<file path="config.mk">
export PLATFORM = sky130hd
export DESIGN_NAME = wb_regfile_flat
export DESIGN_NICKNAME = d
export VERILOG_FILES = /design/src/rtl/wb_regfile_if.sv /design/src/rtl/wb_regfile.sv /design/src/flat_wrapper.sv
export SDC_FILE = /design/constraint.sdc
export NUM_CORES = 2
export LEC_CHECK = 0
export CAP_MARGIN = 20
export CELL_PAD_IN_SITES_DETAIL_PLACEMENT = 0
export CELL_PAD_IN_SITES_GLOBAL_PLACEMENT = 1
export CORE_ASPECT_RATIO = 0.9
export CORE_MARGIN = 2
export CORE_UTILIZATION = 39
export DETAILED_ROUTE_END_ITERATION = 6
export PLACE_DENSITY_LB_ADDON = 0.1
export SYNTH_ARGS = -nofsm -noshare
export SYNTH_HDL_FRONTEND = slang
export SYNTH_SLANG_ARGS = --single-unit
</file>
<file path="constraint.sdc">
create_clock -name clk -period 2.29 [get_ports clk]
set_input_delay 0.458 -clock clk [delete_from_list [all_inputs] [get_ports clk]]
set_output_delay 0.458 -clock clk [all_outputs]
set_load 0.02 [all_outputs]
</file>
<file path="src/rtl/wb_regfile_if.sv">
// Bus bundle between the MEM/WB register, decode-stage read ports and the
// write-back/register-file block.
interface wb_regfile_if #(
  parameter int DATA_W = 32,
  parameter int ADDR_W = 5
);
  // No valid/ready pair: wb_en_in alone qualifies a write in the cycle it is
  // high, the file never back-pressures, and read ports are purely combinational.
  logic              wb_en_in;
  logic              mem_r_en_in;
  logic [DATA_W-1:0] alu_res_in;
  logic [DATA_W-1:0] mem_read_val_in;
  logic [ADDR_W-1:0] dest_in;
  logic [ADDR_W-1:0] src1;
  logic [ADDR_W-1:0] src2;
  logic [DATA_W-1:0] reg1;
  logic [DATA_W-1:0] reg2;
  logic [DATA_W-1:0] wb_value;
  logic [ADDR_W-1:0] wb_dest;
  logic              wb_commit;
  logic [31:0]       retire_count;

  modport master (
    output wb_en_in, mem_r_en_in, alu_res_in, mem_read_val_in, dest_in,
    output src1, src2,
    input  reg1, reg2, wb_value, wb_dest, wb_commit, retire_count
  );

  modport slave (
    input  wb_en_in, mem_r_en_in, alu_res_in, mem_read_val_in, dest_in,
    input  src1, src2,
    output reg1, reg2, wb_value, wb_dest, wb_commit, retire_count
  );
endinterface

</file>
<file path="src/rtl/wb_regfile.sv">
// Write-back value select, 32-entry architectural register file with
// write-first bypass on both read ports, and a retired-write counter.
module wb_regfile #(
  parameter int DATA_W = 32,
  parameter int ADDR_W = 5,
  parameter int NREGS  = 32
) (
  input  logic          clk,
  input  logic          rst,
  wb_regfile_if.slave   bus
);

  logic [DATA_W-1:0] regs_q [NREGS];
  logic [DATA_W-1:0] regs_d [NREGS];
  logic [31:0]       retire_count_q;
  logic [31:0]       retire_count_d;

  logic [DATA_W-1:0] wb_value;
  logic              wb_commit;
  logic [DATA_W-1:0] reg1;
  logic [DATA_W-1:0] reg2;

  always_comb begin
    wb_value  = bus.mem_r_en_in ? bus.mem_read_val_in : bus.alu_res_in;
    wb_commit = bus.wb_en_in && (bus.dest_in != '0) && !rst;
  end

  // Read ports resolve independently; bypass wins over the stored value so the
  // decode stage sees the instruction retiring in the same cycle.
  always_comb begin
    reg1 = '0;
    if (bus.src1 != '0) begin
      if (wb_commit && (bus.dest_in == bus.src1)) reg1 = wb_value;
      else                                        reg1 = regs_q[bus.src1];
    end
  end

  always_comb begin
    reg2 = '0;
    if (bus.src2 != '0) begin
      if (wb_commit && (bus.dest_in == bus.src2)) reg2 = wb_value;
      else                                        reg2 = regs_q[bus.src2];
    end
  end

  always_comb begin
    for (int i = 0; i < NREGS; i++) regs_d[i] = regs_q[i];
    retire_count_d = retire_count_q;
    if (rst) begin
      for (int i = 0; i < NREGS; i++) regs_d[i] = '0;
      retire_count_d = '0;
    end else begin
      if (wb_commit) regs_d[bus.dest_in] = wb_value;
      // Writes to index 0 still retire an instruction, so they count.
      if (bus.wb_en_in) retire_count_d = retire_count_q + 32'd1;
    end
  end

  always_ff @(posedge clk) begin
    for (int i = 0; i < NREGS; i++) regs_q[i] <= regs_d[i];
    retire_count_q <= retire_count_d;
  end

  assign bus.wb_value     = wb_value;
  assign bus.wb_dest      = bus.dest_in;
  assign bus.wb_commit    = wb_commit;
  assign bus.reg1         = reg1;
  assign bus.reg2         = reg2;
  assign bus.retire_count = retire_count_q;

endmodule

</file>
<file path="src/flat_wrapper.sv">
// flat-port wrapper written by rule: the top's interface ports become plain ports
module wb_regfile_flat 
#(
  parameter int DATA_W = 32,
  parameter int ADDR_W = 5,
  parameter int NREGS  = 32
)
  (clk, rst, bus_wb_en_in, bus_mem_r_en_in, bus_alu_res_in, bus_mem_read_val_in, bus_dest_in, bus_src1, bus_src2, bus_reg1, bus_reg2, bus_wb_value, bus_wb_dest, bus_wb_commit, bus_retire_count);
  wb_regfile_if #(.DATA_W(DATA_W), .ADDR_W(ADDR_W)) bus_i ();
  input  logic clk;
  input  logic rst;
  input wire logic [$bits(bus_i.wb_en_in)-1:0] bus_wb_en_in;
  input wire logic [$bits(bus_i.mem_r_en_in)-1:0] bus_mem_r_en_in;
  input wire logic [$bits(bus_i.alu_res_in)-1:0] bus_alu_res_in;
  input wire logic [$bits(bus_i.mem_read_val_in)-1:0] bus_mem_read_val_in;
  input wire logic [$bits(bus_i.dest_in)-1:0] bus_dest_in;
  input wire logic [$bits(bus_i.src1)-1:0] bus_src1;
  input wire logic [$bits(bus_i.src2)-1:0] bus_src2;
  output wire logic [$bits(bus_i.reg1)-1:0] bus_reg1;
  output wire logic [$bits(bus_i.reg2)-1:0] bus_reg2;
  output wire logic [$bits(bus_i.wb_value)-1:0] bus_wb_value;
  output wire logic [$bits(bus_i.wb_dest)-1:0] bus_wb_dest;
  output wire logic [$bits(bus_i.wb_commit)-1:0] bus_wb_commit;
  output wire logic [$bits(bus_i.retire_count)-1:0] bus_retire_count;
  assign bus_i.wb_en_in = bus_wb_en_in;
  assign bus_i.mem_r_en_in = bus_mem_r_en_in;
  assign bus_i.alu_res_in = bus_alu_res_in;
  assign bus_i.mem_read_val_in = bus_mem_read_val_in;
  assign bus_i.dest_in = bus_dest_in;
  assign bus_i.src1 = bus_src1;
  assign bus_i.src2 = bus_src2;
  assign bus_reg1 = bus_i.reg1;
  assign bus_reg2 = bus_i.reg2;
  assign bus_wb_value = bus_i.wb_value;
  assign bus_wb_dest = bus_i.wb_dest;
  assign bus_wb_commit = bus_i.wb_commit;
  assign bus_retire_count = bus_i.retire_count;
  wb_regfile #(.DATA_W(DATA_W), .ADDR_W(ADDR_W), .NREGS(NREGS)) u_core (.clk(clk), .rst(rst), .bus(bus_i));
endmodule
</file>
== Word-level counts from Yosys, hierarchy flattened ==
Memories as Yosys holds them, arrays and structs flattened.
Cells that the tools add are included.

* Register bits after elaboration: 32
* RAM bits: 1,024
* Input port bits: 83
* Output and inout bits: 134
* Logic and storage cells: 27
* Memories: 1

* Add/subtract/negate cells: 1
* Magnitude comparators: 2
* Equal/unequal tests: 2
* Multiplexer cells: 10
* Bitwise gates (word level): 1
* Reduce and logical (&&, ||, !) cells: 9

{| class="wikitable"
|+ Memories
! memory !! words !! width !! read ports !! clocked after Yosys merged registers in !! wr ports !! line !! RTL
|-
| u_core.regs_q || 32 || 32 || 34 || 0 || 32 || wb_regfile.sv:13 || <nowiki>logic [DATA_W-1:0] regs_q [NREGS];</nowiki>
|}

{| class="wikitable"
|+ Operators with widths
! kind !! count
|-
| 1024-bit two-way mux || 2
|-
| 1024-bit bitwise mux || 1
|-
| 32-bit two-way mux || 6
|-
| 32-bit demux with 5-bit select || 1
|-
| 32-bit by 1-bit adder with 32-bit output (second input constant) || 1
|-
| 5-bit nonzero test || 3
|-
| 5-bit == test || 2
|-
| 6-bit greater-or-equal comparator (second input constant) || 1
|-
| 6-bit by 1-bit less-than comparator with 1-bit output (second input constant) || 1
|-
| 5-bit inverter with 6-bit output || 1
|-
| 1-bit logical AND || 5
|-
| 1-bit logical NOT || 1
|}

== Longest topological paths before layout ==
* Depth in word-level cells: 8
* Depth in mapped cells: 9
* Mapped depth without buffers: 5

== Worst setup path after synthesis ==
Ideal clock, no wire load.

* Path type: input to output
* Start: input port bus_dest_in[1]
* End: output port bus_reg2[30]
* Arrival time: 2.103 ns
* Data required time: 1.832 ns
* Setup slack: -0.271 ns
* Stages: 9
* Path buffers: 4
* Path through: buf_2 or2_1 buf_6 nor4_4 nor3b_2 buf_2 buf_2 nand2_1 a31oi_1

* Word-level cells in the longest chain between the ends: 6
* Elaborated cells on any way between the ends: 7
* Those cells by class: eq/ne (1); mux (2); reduce/logical (4)

{| class="wikitable"
|+ Ends and longest elaborated chain
! what !! line !! RTL
|-
| start: declaration || flat_wrapper.sv:16 || <nowiki>input wire logic [$bits(bus_i.dest_in)-1:0] bus_dest_in;</nowiki>
|-
| 5-bit nonzero test || wb_regfile.sv:25 || <nowiki>wb_commit = bus.wb_en_in && (bus.dest_in != '0) && !rst;</nowiki>
|-
| 1-bit logical AND (2 in series) || wb_regfile.sv:25 ||
|-
| named net bus_wb_commit || flat_wrapper.sv:23 || <nowiki>output wire logic [$bits(bus_i.wb_commit)-1:0] bus_wb_commit;</nowiki>
|-
| 1-bit logical AND || wb_regfile.sv:41 || <nowiki>if (wb_commit && (bus.dest_in == bus.src2)) reg2 = wb_value;</nowiki>
|-
| 32-bit two-way mux || wb_regfile.sv:41 ||
|-
| 32-bit two-way mux || wb_regfile.sv:40 || <nowiki>if (bus.src2 != '0) begin</nowiki>
|-
| end: declaration || flat_wrapper.sv:20 || <nowiki>output wire logic [$bits(bus_i.reg2)-1:0] bus_reg2;</nowiki>
|}

The timed path passes the listed nets, and every way through them passes these cells.

== Final worst setup path ==
* Start: input port bus_src1[4]
* End: output port bus_reg1[29]

* Word-level cells in the longest chain between the ends: 4
* Elaborated cells on any way between the ends: 6
* Those cells by class: eq/ne (1); mux (2); reduce/logical (2); memory (1)

{| class="wikitable"
|+ Ends and longest elaborated chain
! what !! line !! RTL
|-
| start: declaration || flat_wrapper.sv:17 || <nowiki>input wire logic [$bits(bus_i.src1)-1:0] bus_src1;</nowiki>
|-
| parallel branches: the longest is 3 deep, another holds memory read 32 x 32 bit || n/a ||
|-
| 32-bit two-way mux (*) || wb_regfile.sv:32 || <nowiki>if (bus.src1 != '0) begin</nowiki>
|-
| end: declaration || flat_wrapper.sv:19 || <nowiki>output wire logic [$bits(bus_i.reg1)-1:0] bus_reg1;</nowiki>
|}

Every way passes the cells marked *.

==> reports/summary.md <==
Traced cell by cell, the critical path runs through buf_6 -> buf_12 -> nand2b_4 -> buf_6 -> buf_4 -> o22ai_1 -> a221oi_1 -> buf_4 -> o221ai_1 -> buf_4 -> a31oi_4 -> buf_4. Detailed placement ended at an HPWL of 161000 um. The number of global-route vias before repair was 46628. Post-route clock period utilization: 134%.

The logs give 32.4% for the relative max-transition margin and -768 ps for the final setup slack of the worst path. CTS saw 1056 sinks. For the worst-skew pair, the clock arrives at the later sink with an insertion delay of 740 ps. The cell count of the worst reg-to-reg path works out to 7. For the initial antenna violation count, the log shows 7. Number of synthesized register bits: 1056. Setup violations remaining at the end of the flow were counted as 64. Derived from the worst setup path, the maximum achievable clock frequency is 327 MHz. The power density normalized to cell area was 622 mW/mm2; the number of instances in the synthesized netlist was 5402. The fraction of final layout cells with drive strength greater than 1 came out at 34.3%. For the pin with the worst max-slew slack, the measured transition is 1010 ps. Max-cap violations in this run came to 0. The die is 394 um wide.

The post-synthesis async set-or-reset flop share works out to 0%. The run gives 0.136 mm2 as the area of the core. CTS built an H-tree with a depth of 3. The wire length of the first global-routing pass was 335000 um. The total count of hold-check failures in the final report came out at 0. Global routing used 32.3% of the available tracks. The tools report the count of warnings emitted by yosys as 0. The leading register cell type out of synthesis was sky130_fd_sc_hd__dfxtp_1.

After detailed routing, the number of vias per cell comes to 5.94. The static power due to leakage is 26.0 nW, and the worst reg-to-reg setup slack is 470 ps. At the end of routability-driven placement, the weighted congestion stood at 0.906.

The tools report the overall power of the completed layout as 45.2 mW. The detailed-route wire length per cell came out at 28.6 um. The total number of cells along the worst setup path was 12; the number of input and output port buffers inserted was 216. From synthesis to final layout, the design area changed by 36.0%. TritonCTS built the clock tree. The tools report the number of library cell types mapped by synthesis as 56.

The largest net degree at the start of global routing is 194, and the starting density of the core is 39.4%. In this design, the critical path's most frequently occurring cell is sky130_fd_sc_hd__buf_4. The final reports fail on setup timing. Once detail routing completed, the nets flagged for antenna violations numbered 0. Setup repair after global routing could not meet its margin everywhere.

The cell sitting at the root of the clock tree is a sky130_fd_sc_hd__clkbuf_16. The biggest area contributor in the post-synthesis netlist is sky130_fd_sc_hd__dfxtp_1. The tools report the final max-slew violation count as 0.

For the count of filler cells inserted in the layout, the log shows 12313. The final critical path time including I/O delays and setup came out at 3060 ps. Summing the sequential cell areas from Yosys gives 39.6% of the chip area.

The per-instance average area after synthesis is 9.88 um2, and the area share of the largest cell type after synthesis is 39.6%. The floorplan has 128 rows. For the floorplan die area, the log shows 0.140 mm2. Across the routed clock network, the largest skew measured is 3.97 ps. In this run, the number of DRC markers left after iteration 0 of detailed routing was 4673. The classification of the worst-slack hold path was primary input to flip-flop.

In this run, synthesis inferred 0 flip-flops with an integrated enable. The critical path's top delay family is buffers and inverters. In this run the cell area of the synthesized design comes to 0.0534 mm2. The detailed router placed 48292 vias in this run.

The number of clock buffers inserted by TritonCTS was 118. Synthesis produced a netlist with a net count of 5486. The clock-pin slew on the worst setup and hold paths is 60 ps. 217 I/O pins were placed.

The tools report the startpoint kind of the worst setup timing path as a primary input. By count the netlist is led by sky130_fd_sc_hd__nor2_1, sky130_fd_sc_hd__dfxtp_1, sky130_fd_sc_hd__a211oi_1. In this run the worst setup path terminates at bus_reg1[29]. The kind of critical path was primary input to primary output. The count of hold-fix buffers inserted at cts is 0, and the fraction of the core area covered by cells at the end of the flow is 53.5%. The source of the worst register-to-register timing path was u_core.bus.retire_count[7]$_SDFFE_PP0P_. Cell at the slowest stage of the critical path: sky130_fd_sc_hd__a221oi_1. In the post-synthesis netlist, the biggest area contributors are sky130_fd_sc_hd__dfxtp_1, sky130_fd_sc_hd__a211oi_1, sky130_fd_sc_hd__mux4_2, sky130_fd_sc_hd__mux2i_1, sky130_fd_sc_hd__nor2_1. The logs give 0.617 mV for the largest vdd supply drop and 2600 ps for the critical path arrival.

The logs give 1830 ps for the worst endpoint required time and 6 for the number of search-and-repair iterations in the first detailed-routing pass. The critical path starts at bus_src1[4]. For the global route total overflow, the log shows 0. The worst setup path is captured at a primary output. The flow ran to the end, but the final reports show violations. The die is 355 um tall.

The final routed wirelength across all metal layers is 232000 um, and the net count reported at finish is 6296. The endpoint identified for the worst register-to-register timing path is u_core.bus.retire_count[23]$_SDFFE_PP0P_. By instance count, the leading cell after synthesis is sky130_fd_sc_hd__nor2_1. The largest buffer count on any clock path is 3, and the buffering stage count on the worst path with inverters included is 7.

Of all nets on the critical path, the largest fanout is 8. On the worst path, the slowest cell contributes a delay of 280 ps. The final routed DRC violation total was 0.
-- final cells by class --
| cell class | count | area, um2 | share of cell area (%) |
|---|---|---|---|
| multi-input cells | 3655 | 31200 | 42.9 |
| flip-flops and latches | 1056 | 21300 | 29.3 |
| repair buffers | 1345 | 13700 | 18.9 |
| clock buffers | 180 | 3630 | 5.00 |
| well taps | 1820 | 2280 | 3.14 |
| clock inverters | 34 | 370 | 0.510 |
| inverters | 36 | 139 | 0.191 |
| diodes | 2 | 5.00 | 0.00689 |
-- cells in the final DEF, fill, tap and decap left out, types with 25 or more instances in the layout --
| cell | n |
|---|---|
| sky130_fd_sc_hd__o21ai_0 | 25 |
| sky130_fd_sc_hd__buf_6 | 145 |
| sky130_fd_sc_hd__dlygate4sd2_1 | 51 |
| sky130_fd_sc_hd__inv_1 | 32 |
| sky130_fd_sc_hd__a22oi_1 | 72 |
| sky130_fd_sc_hd__a31oi_1 | 31 |
| sky130_fd_sc_hd__a211oi_1 | 992 |
| sky130_fd_sc_hd__a221oi_2 | 29 |
| sky130_fd_sc_hd__clkdlybuf4s50_1 | 82 |
| sky130_fd_sc_hd__a21oi_1 | 36 |
| sky130_fd_sc_hd__o211ai_1 | 80 |
| sky130_fd_sc_hd__nor2_1 | 1031 |
| sky130_fd_sc_hd__clkbuf_16 | 123 |
| sky130_fd_sc_hd__clkbuf_8 | 36 |
| sky130_fd_sc_hd__a221oi_1 | 76 |
| sky130_fd_sc_hd__buf_12 | 182 |
| sky130_fd_sc_hd__mux2_2 | 31 |
| sky130_fd_sc_hd__nand2_1 | 53 |
| sky130_fd_sc_hd__a31oi_4 | 32 |
| sky130_fd_sc_hd__o31a_1 | 31 |
| sky130_fd_sc_hd__dfxtp_1 | 940 |
| sky130_fd_sc_hd__nor2_4 | 41 |
| sky130_fd_sc_hd__dfxtp_2 | 116 |
| sky130_fd_sc_hd__nor2b_1 | 33 |
| sky130_fd_sc_hd__a31o_2 | 31 |
| sky130_fd_sc_hd__mux2i_1 | 423 |
| sky130_fd_sc_hd__mux4_2 | 310 |
| sky130_fd_sc_hd__buf_4 | 848 |
| sky130_fd_sc_hd__mux2i_4 | 41 |
-- timing repair --
action	CTS	global route
setup buffers	98	13
resized for setup	583	101
hold endpoints to repair	0	0
pin swaps	122	66
endpoints found under the setup margin	120	69
cloned	9	1
-- power breakdown --
group	internal [mW]	leakage (nW)	switching (mW)
Sequential	18.5	8.57	0.0915
Combinational	2.78	15.4	3.95
Clock	11.6	1.99	8.24
-- flip-flops by register name, indices dropped and copies added, names as in the netlist --
| signal | cells |
|---|---|
| u_core.bus.retire_count | 32 |
| u_core.regs_q | 1024 |
-- layer usage --
metal	up-vias	part of all wire [%]	GRT usage [%]
met2	1825	44	50.4
met4	2	3.6	10.4
li1	22136	-	-
met5	-	0.0030	0
met3	382	7.8	6.66
met1	23947	44	44.7
-- worst min-delay path by stage --
stage	end	start	slack, ps	cells past startpoint
floorplan	u_core.regs_q[0][30]$_SDFFE_PP0P_	u_core.regs_q[0][30]$_SDFFE_PP0P_	450	1
global placement	u_core.regs_q[0][31]$_SDFFE_PP0P_	u_core.regs_q[0][31]$_SDFFE_PP0P_	470	1
detailed placement	u_core.regs_q[0][11]$_SDFFE_PP0P_	u_core.regs_q[0][11]$_SDFFE_PP0P_	470	1
CTS	u_core.regs_q[0][27]$_SDFFE_PP0P_	rst	260	3
global route	u_core.regs_q[0][27]$_SDFFE_PP0P_	rst	300	3
finish	u_core.regs_q[0][27]$_SDFFE_PP0P_	rst	310	3
-- stage by stage --
step           cells  area, um2  worst slack, ps  TNS [ps]  hold slack, ps
6_report        8128      72600             -768    -36370             308
5_1_grt         8126      72600             -821    -39840             304
4_1_cts         8113      72200             -816    -38380             256
3_5_place_dp    7815      65700            -1750   -514840             472
3_3_place_gp    7815      65700            -1790   -513880             468
2_1_floorplan   5402      54400            -80.2     -2470             455
-- kinds of logic after synthesis --
family,share of synthesized area [%]
flip-flops,39.6
buffers and inverters,5.88
AO/OA/AOI/OAI,21.4
XOR/XNOR,0.591
multiplexers,22.6
AND/OR/NAND/NOR,9.87
adder cells (fa/ha/maj),0.0234
-- worst reg2reg max path, stage by stage (launching register included) --
cell and delay [ps]:
sky130_fd_sc_hd__dfxtp_1 410, sky130_fd_sc_hd__and4_1 340, sky130_fd_sc_hd__nand4_1 120, sky130_fd_sc_hd__buf_4 200, sky130_fd_sc_hd__nor3_1 270, sky130_fd_sc_hd__buf_4 170, sky130_fd_sc_hd__xnor2_1 110, sky130_fd_sc_hd__nor2_1 50
No activity file was read; power rests on OpenSTA's default activity.
